**src/rtl/victim_tag_ctrl.sv**
```systemverilog
// -----------------------------------------------------------------------------
// victim_tag_ctrl
//
// Controller-side command sequencer for the victim cache tag_store. Each
// PROBE or INSERT request from the L1 miss/evict path is turned into a short
// series of single-cycle tag_store commands (lookup, read, write, valid_clear,
// dirty_set). A shadow valid vector selects replacement ways. A round-robin
// pointer picks the victim when every way is valid, and displacing a dirty
// line raises a writeback handshake. Every request finishes with a one-cycle
// response pulse.
//
// Ports
//   clk, rst            clock; asynchronous active-high reset
//   req_*               request channel (req_ready high only while idle)
//   resp_*              one-cycle completion pulse carrying hit/way/dirty
//   wb_*                writeback handshake for an evicted dirty line
//   ts_* (out)          tag_store command strobes, tag and way index
//   ts_* (in)           tag_store lookup/read results, valid one cycle after
//                       the matching command
// -----------------------------------------------------------------------------
module victim_tag_ctrl #(
    parameter  int TAG_WIDTH = 4,
    parameter  int NUM_WAYS  = 4,
    localparam int WAY_W     = $clog2(NUM_WAYS)
) (
    input  logic                 clk,
    input  logic                 rst,

    input  logic                 req_valid,
    output logic                 req_ready,
    input  logic                 req_op,
    input  logic [TAG_WIDTH-1:0] req_tag,
    input  logic                 req_dirty,

    output logic                 resp_valid,
    output logic                 resp_hit,
    output logic [WAY_W-1:0]     resp_way,
    output logic                 resp_dirty,

    output logic                 wb_valid,
    input  logic                 wb_ready,
    output logic [TAG_WIDTH-1:0] wb_tag,
    output logic [WAY_W-1:0]     wb_way,

    output logic                 ts_lookup_en,
    output logic                 ts_read_en,
    output logic                 ts_write_en,
    output logic                 ts_valid_clear,
    output logic                 ts_dirty_set,
    output logic                 ts_dirty_clear,
    output logic [TAG_WIDTH-1:0] ts_tag_in,
    output logic [WAY_W-1:0]     ts_way_index,

    input  logic                 ts_hit,
    input  logic [WAY_W-1:0]     ts_hit_way_index,
    input  logic                 ts_valid_read,
    input  logic                 ts_dirty_read,
    input  logic [TAG_WIDTH-1:0] ts_tag_read
);

    typedef enum logic [3:0] {
        IDLE,
        LOOKUP,
        LK_CHK,
        READ,
        RD_CHK,
        WB,
        WRITE,
        DSET,
        CLEAR,
        RESP
    } state_t;

    localparam logic OP_PROBE = 1'b0;

    state_t                state;
    logic                  op_q;
    logic [TAG_WIDTH-1:0]  tag_q;
    logic                  dirty_q;
    logic                  hit_q;
    logic [WAY_W-1:0]      way_q;
    // Dirty bit of the line read back: for PROBE it is reported directly,
    // for INSERT a dirty victim is exactly the case that issued a writeback,
    // so one register serves resp_dirty for both operations.
    logic                  victim_dirty_q;
    logic [NUM_WAYS-1:0]   shadow_valid;
    logic [WAY_W-1:0]      rr_ptr;

    logic                  free_found;
    logic [WAY_W-1:0]      free_way;
    logic [WAY_W-1:0]      insert_way;

    // This block never clears dirty bits; a tag_store write already does.
    assign ts_dirty_clear = 1'b0;

    // Lowest-index free way from the shadow valid vector.
    // NOTE: every always_comb output gets a default before any conditional
    // assignment, otherwise a latch is inferred for the untaken paths.
    always_comb begin
        free_found = 1'b0;
        free_way   = '0;
        for (int i = NUM_WAYS - 1; i >= 0; i--) begin
            if (!shadow_valid[i]) begin
                free_found = 1'b1;
                free_way   = WAY_W'(i);
            end
        end
    end

    // INSERT way choice: hit way first, then a free way, then the RR victim.
    always_comb begin
        insert_way = rr_ptr;
        if (ts_hit) begin
            insert_way = ts_hit_way_index;
        end else if (free_found) begin
            insert_way = free_way;
        end
    end

    // Single registered FSM. Outputs are loaded on the edge that enters the
    // state they belong to, so every strobe is a clean flop output.
    // NOTE: sequential state uses non-blocking assignments only, so every
    // branch below reads the pre-edge values of the registers it tests.
    always_ff @(posedge clk or posedge rst) begin
        if (rst) begin
            // NOTE: the shadow valid vector and rr_ptr are reset along with the
            // FSM because replacement decisions read them directly; tag_store
            // is cleared concurrently so both views start empty together.
            state          <= IDLE;
            op_q           <= 1'b0;
            tag_q          <= '0;
            dirty_q        <= 1'b0;
            hit_q          <= 1'b0;
            way_q          <= '0;
            victim_dirty_q <= 1'b0;
            shadow_valid   <= '0;
            rr_ptr         <= '0;
            req_ready      <= 1'b1;
            resp_valid     <= 1'b0;
            resp_hit       <= 1'b0;
            resp_way       <= '0;
            resp_dirty     <= 1'b0;
            wb_valid       <= 1'b0;
            wb_tag         <= '0;
            wb_way         <= '0;
            ts_lookup_en   <= 1'b0;
            ts_read_en     <= 1'b0;
            ts_write_en    <= 1'b0;
            ts_valid_clear <= 1'b0;
            ts_dirty_set   <= 1'b0;
            ts_tag_in      <= '0;
            ts_way_index   <= '0;
        end else begin
            // Single-cycle strobes and response fields fall back to 0.
            ts_lookup_en   <= 1'b0;
            ts_read_en     <= 1'b0;
            ts_write_en    <= 1'b0;
            ts_valid_clear <= 1'b0;
            ts_dirty_set   <= 1'b0;
            ts_tag_in      <= '0;
            ts_way_index   <= '0;
            resp_valid     <= 1'b0;
            resp_hit       <= 1'b0;
            resp_way       <= '0;
            resp_dirty     <= 1'b0;

            unique case (state)
                IDLE: begin
                    if (req_valid && req_ready) begin
                        op_q           <= req_op;
                        tag_q          <= req_tag;
                        dirty_q        <= req_dirty;
                        hit_q          <= 1'b0;
                        way_q          <= '0;
                        victim_dirty_q <= 1'b0;
                        req_ready      <= 1'b0;
                        ts_lookup_en   <= 1'b1;
                        ts_tag_in      <= req_tag;
                        state          <= LOOKUP;
                    end
                end

                LOOKUP: begin
                    state <= LK_CHK;
                end

                LK_CHK: begin
                    hit_q <= ts_hit;
                    if (op_q == OP_PROBE) begin
                        if (ts_hit) begin
                            way_q        <= ts_hit_way_index;
                            ts_read_en   <= 1'b1;
                            ts_way_index <= ts_hit_way_index;
                            state        <= READ;
                        end else begin
                            // Capture registers were cleared at accept, so a
                            // miss responds with hit/way/dirty all zero.
                            resp_valid <= 1'b1;
                            state      <= RESP;
                        end
                    end else begin
                        way_q <= insert_way;
                        if (ts_hit || free_found) begin
                            ts_write_en  <= 1'b1;
                            ts_tag_in    <= tag_q;
                            ts_way_index <= insert_way;
                            state        <= WRITE;
                        end else begin
                            // Every way valid: the RR victim is replaced, so
                            // the pointer moves on now.
                            rr_ptr       <= rr_ptr + WAY_W'(1);
                            ts_read_en   <= 1'b1;
                            ts_way_index <= insert_way;
                            state        <= READ;
                        end
                    end
                end

                READ: begin
                    state <= RD_CHK;
                end

                RD_CHK: begin
                    victim_dirty_q <= ts_valid_read && ts_dirty_read;
                    if (op_q == OP_PROBE) begin
                        shadow_valid[way_q] <= 1'b0;
                        ts_valid_clear      <= 1'b1;
                        ts_way_index        <= way_q;
                        state               <= CLEAR;
                    end else if (ts_valid_read && ts_dirty_read) begin
                        wb_valid <= 1'b1;
                        wb_tag   <= ts_tag_read;
                        wb_way   <= way_q;
                        state    <= WB;
                    end else begin
                        ts_write_en  <= 1'b1;
                        ts_tag_in    <= tag_q;
                        ts_way_index <= way_q;
                        state        <= WRITE;
                    end
                end

                WB: begin
                    // wb_tag/wb_way hold their values until the handshake.
                    if (wb_ready) begin
                        wb_valid     <= 1'b0;
                        wb_tag       <= '0;
                        wb_way       <= '0;
                        ts_write_en  <= 1'b1;
                        ts_tag_in    <= tag_q;
                        ts_way_index <= way_q;
                        state        <= WRITE;
                    end
                end

                WRITE: begin
                    shadow_valid[way_q] <= 1'b1;
                    if (dirty_q) begin
                        ts_dirty_set <= 1'b1;
                        ts_way_index <= way_q;
                        state        <= DSET;
                    end else begin
                        resp_valid <= 1'b1;
                        resp_hit   <= hit_q;
                        resp_way   <= way_q;
                        resp_dirty <= victim_dirty_q;
                        state      <= RESP;
                    end
                end

                DSET, CLEAR: begin
                    resp_valid <= 1'b1;
                    resp_hit   <= hit_q;
                    resp_way   <= way_q;
                    resp_dirty <= victim_dirty_q;
                    state      <= RESP;
                end

                RESP: begin
                    req_ready <= 1'b1;
                    state     <= IDLE;
                end

                default: begin
                    req_ready <= 1'b1;
                    state     <= IDLE;
                end
            endcase
        end
    end

endmodule
```
**config.mk**
```make
export PLATFORM = sky130hd
export DESIGN_NAME = victim_tag_ctrl
export DESIGN_NICKNAME = d
export VERILOG_FILES = /design/src/rtl/victim_tag_ctrl.sv
export SDC_FILE = /design/constraint.sdc
export NUM_CORES = 1
export LEC_CHECK = 0
export CAP_MARGIN = 20
export CORE_MARGIN = 4
export CORE_UTILIZATION = 57
export DETAILED_ROUTE_END_ITERATION = 8
export DONT_BUFFER_PORTS = 1
export GPL_TIMING_DRIVEN = 0
export PLACE_DENSITY = 0.77
export SLEW_MARGIN = 30
export SYNTH_ARGS = -nofsm -noshare
export SYNTH_HDL_FRONTEND = slang
export SYNTH_SLANG_ARGS = --single-unit
```
**constraint.sdc**
```tcl
create_clock -name clk -period 4.19 [get_ports clk]
set_input_delay 0.2095 -clock clk [delete_from_list [all_inputs] [get_ports clk]]
set_output_delay 0.2095 -clock clk [all_outputs]
set_load 0.005 [all_outputs]
```
==> results by group <==
Critical path
  – Max FO, Critical Path: 10
  – Crit Path Class: flop to flop
  – Worst reg2reg path depth: 5
  – Reg2Reg Setup Slack: 2.43 ns
  – Reg2reg start: state[2]$_DFFE_PP0P_
  – Critical Path Sink Type: flop
  – Worst EP arrival: 2.06 ns
  – FF-to-FF End: ts_tag_in[0]$_DFF_PP0_
  – CP startpoint kind: flop
  – CP Data Required Time: 4.49 ns
  – CP endpoint: ts_tag_in[0]$_DFF_PP0_
  – CP Launch Point: state[2]$_DFFE_PP0P_

Power
  – Peak VDD IR: 0.312 mV
  – Leakage: 1.08 nW
  – Pwr dens: 561 nW/um^2

Placement
  – Cells after DPL: 225
  – Dpl cell area: 2100 sq um
  – Port Buf Inserts: 0
  – GP Congestion: 0.860
  – DP HPWL: 2.95 mm

STA
  – Total count of hold-check failures in the final report: 0
  – Setup TNS: 0 ns
  – Min Hold Slack: 0.0626 ns
  – Final Max Tran Viols: 0
  – Final setup fails: 0
  – RSZ-0062 raised after global routing: false
  – FMAX: 0.568 GHz
  – Final min period: 1.76 ns
  – Slew margin rel.: 66.1%
  – Slew of the pin with the lowest slew margin: 0.508 ns
  – Final worst-path cycle share: 42.0%
  – Worst setup skew after layout: 0.00977 ns

Global route
  – Largest net degree at the start of global routing: 24
  – Gr busiest metal: met2
  – Global-route wire length before repair: 7.13 mm
  – Gr usage total: 21.6%
  – Number of global-route vias before repair: 1492
  – Grt total ovfl: 0
  – Met3 GRT Util: 7.99%
  – Antenna violations before repair: 0
  – Met2 usage: 36.2%
  – Met1 usage: 25.3%

Layout
  – # diodes: 0
  – Reg area: 1100 sq um
  – Post-route insts no fill: 248
  – # nets final: 220
  – Multi-input gate area: 805 sq um
  – Fin area: 2310 sq um
  – Area grow syn2layout: 14.8%
  – Share of cells above drive strength 1: 16.3%
  – # fillers: 277

Synthesis
  – Netlist cell types: 47
  – Top post-synthesis cells by count: 43 x dfrtp_1, 17 x nand2_1, 13 x o21ai_0, 10 x a22o_1, 7 x inv_1
  – Synth Flop Type: dfrtp_1
  – Cells after Synth: 178
  – Async set or reset register ratio after synthesis: 100%
  – Compound-Gate Fraction of Synth Area: 16.1%
  – Simple-gate share of the synthesized area: 19.1%
  – Synthesized Nets: 197
  – Post-synth top area cell: dfrtp_1
  – EDFF count, synth: 0
  – Area contributors post-synth: dfrtp_1 54%, a22o_1 4.4%, o21ai_0 3.2%, nand2_1 3.2%, mux2_2 2.8%
  – Number of synthesized register bits: 44
  – Top cell type's share of synthesized area: 53.5%
  – Mapped Area: 2010 sq um
  – Top-count cell post-synth: dfrtp_1
  – Mean post-synth cell area: 11.3 sq um
  – Seq/Total Area, Yosys: 54.8%
  – Synth Warn #: 0
  – Adder-cell area share of the yosys netlist: 0%
  – Mux share of post-synthesis cell area: 3.80%
  – Main combinational cell family by area after synthesis: simple AND/OR/NAND/NOR gates
  – Synth Area in XOR/XNOR: 0.871%

Drt
  – Vias per cell: 5.96
  – Initial DRC count: 60
  – DR DRC count: 0
  – Vias post-DR: 1477
  – Antenna-violating nets left: 0
  – WL/cell: 17.8 microns
  – Wirelength, routed: 4.41 mm
  – Drt pass-1 iters: 4

Clock tree
  – Inserted Clock Buffers: 5
  – Clk root buf: clkbuf_4
  – Post-CTS sizing: 0
  – Longest Clk Path Bufs: 2
  – Clk slew on worst S/H paths: 0.13 ns
  – Sink Count: 44
  – # H-tree levels: 2
  – Post-CTS Setup Bufs: 0
  – Worst skew pair latency: 0.35 ns
  – CTS hold repair buffers: 12
  – TritonCTS clock tree: built

Die
  – Chip width: 67.4 microns
  – Die area: 4540 sq um
  – Initial Util: 59.8%
  – I/O Pins: 44
  – Die Height: 67.4 microns
  – Row count: 21
  – Core area: 3360 sq um

Flow run
  – Max cap viols: 0

Status
  – Status: complete, no violations

Hold path
  – Worst hold path class: input port to flop
metal layers:
| layer | vias up | routed length [microns] |
|---|---|---|
| met3 | 6 | 329 |
| met1 | 731 | 1730 |
| met5 | - | 0 |
| met2 | 64 | 2300 |
| li1 | 676 | - |
| met4 | 0 | 46 |
layout make-up:
type | count | area share [%]
inverters | 7 | 1.14
plain buffers | 12 | 3.36
clock buffers | 7 | 2.38
well taps | 46 | 2.49
repair buffers | 16 | 7.70
multi-input cells | 115 | 34.9
flip-flops and latches | 44 | 47.8
clock inverters | 1 | 0.325
cell usage in the layout (no fill, tap or decap), types with 3 or more instances in the layout:
cell / instances
o22ai_1: 3
dfrtp_1: 43
o21ai_0: 13
nand2_1: 17
clkbuf_4: 5
inv_1: 6
mux2_2: 5
clkbuf_1: 3
dlygate4sd3_1: 15
buf_4: 4
nand2b_1: 5
nor2_1: 5
nor2b_1: 5
a21oi_1: 6
nand3_1: 4
and2_1: 4
a22o_1: 10
a21o_1: 3
worst max-delay path: stages, from the launching register on:
cell	delay, ns
dfrtp_1	0.42
buf_6	0.15
nor4b_4	0.50
nand2_2	0.13
o211ai_2	0.30
a22o_1	0.20
registers in the layout, indices dropped and copies added, names as in the netlist, 2 cells and up, named ones only:
signal	flops
way_q	2
ts_way_index	2
rr_ptr	2
state	4
resp_way	2
ts_tag_in	4
tag_q	4
wb_way	2
wb_tag	4
worst min path at each step:
stage | slack, ns | from | cells past startpoint | endpoint
floorplan | 0.33 | ts_hit | 2 | hit_q$_DFFE_PP0P_
global placement | 0.33 | ts_hit | 2 | hit_q$_DFFE_PP0P_
detailed placement | 0.16 | rst | 1 | ts_tag_in[0]$_DFF_PP0_
CTS | 0.0001 | req_tag[2] | 1 | tag_q[2]$_DFFE_PP0P_
global route | 0.05 | req_valid | 3 | req_ready$_DFFE_PP1P_
finish | 0.06 | req_valid | 3 | req_ready$_DFFE_PP1P_
metrics by stage:
stage	setup WS [ns]	util (%)	total power, mW
6_report	2.43	68.6	1.30
5_1_grt	2.32	68.6	1.37
4_1_cts	2.44	67.7	1.29
3_5_place_dp	2.45	62.3	1.07
3_3_place_gp	2.51	61.5	1.04
2_1_floorplan	2.61	-	0.964
report_power, final:
group	internal [mW]	switching (mW)	total, mW	leakage (nW)
registers	0.544	0.0890	0.633	0.591
clock network	0.0823	0.135	0.217	0.0315
logic	0.201	0.245	0.446	0.455
total	0.827	0.469	1.30	1.08
logic make-up after synthesis:
kind of cell | Yosys count
AO/OA/AOI/OAI | 47
XOR/XNOR | 2
buffers and inverters | 19
flip-flops | 44
multiplexers | 7
other | 1
AND/OR/NAND/NOR | 58
No activity file was read; power rests on OpenSTA's default activity.
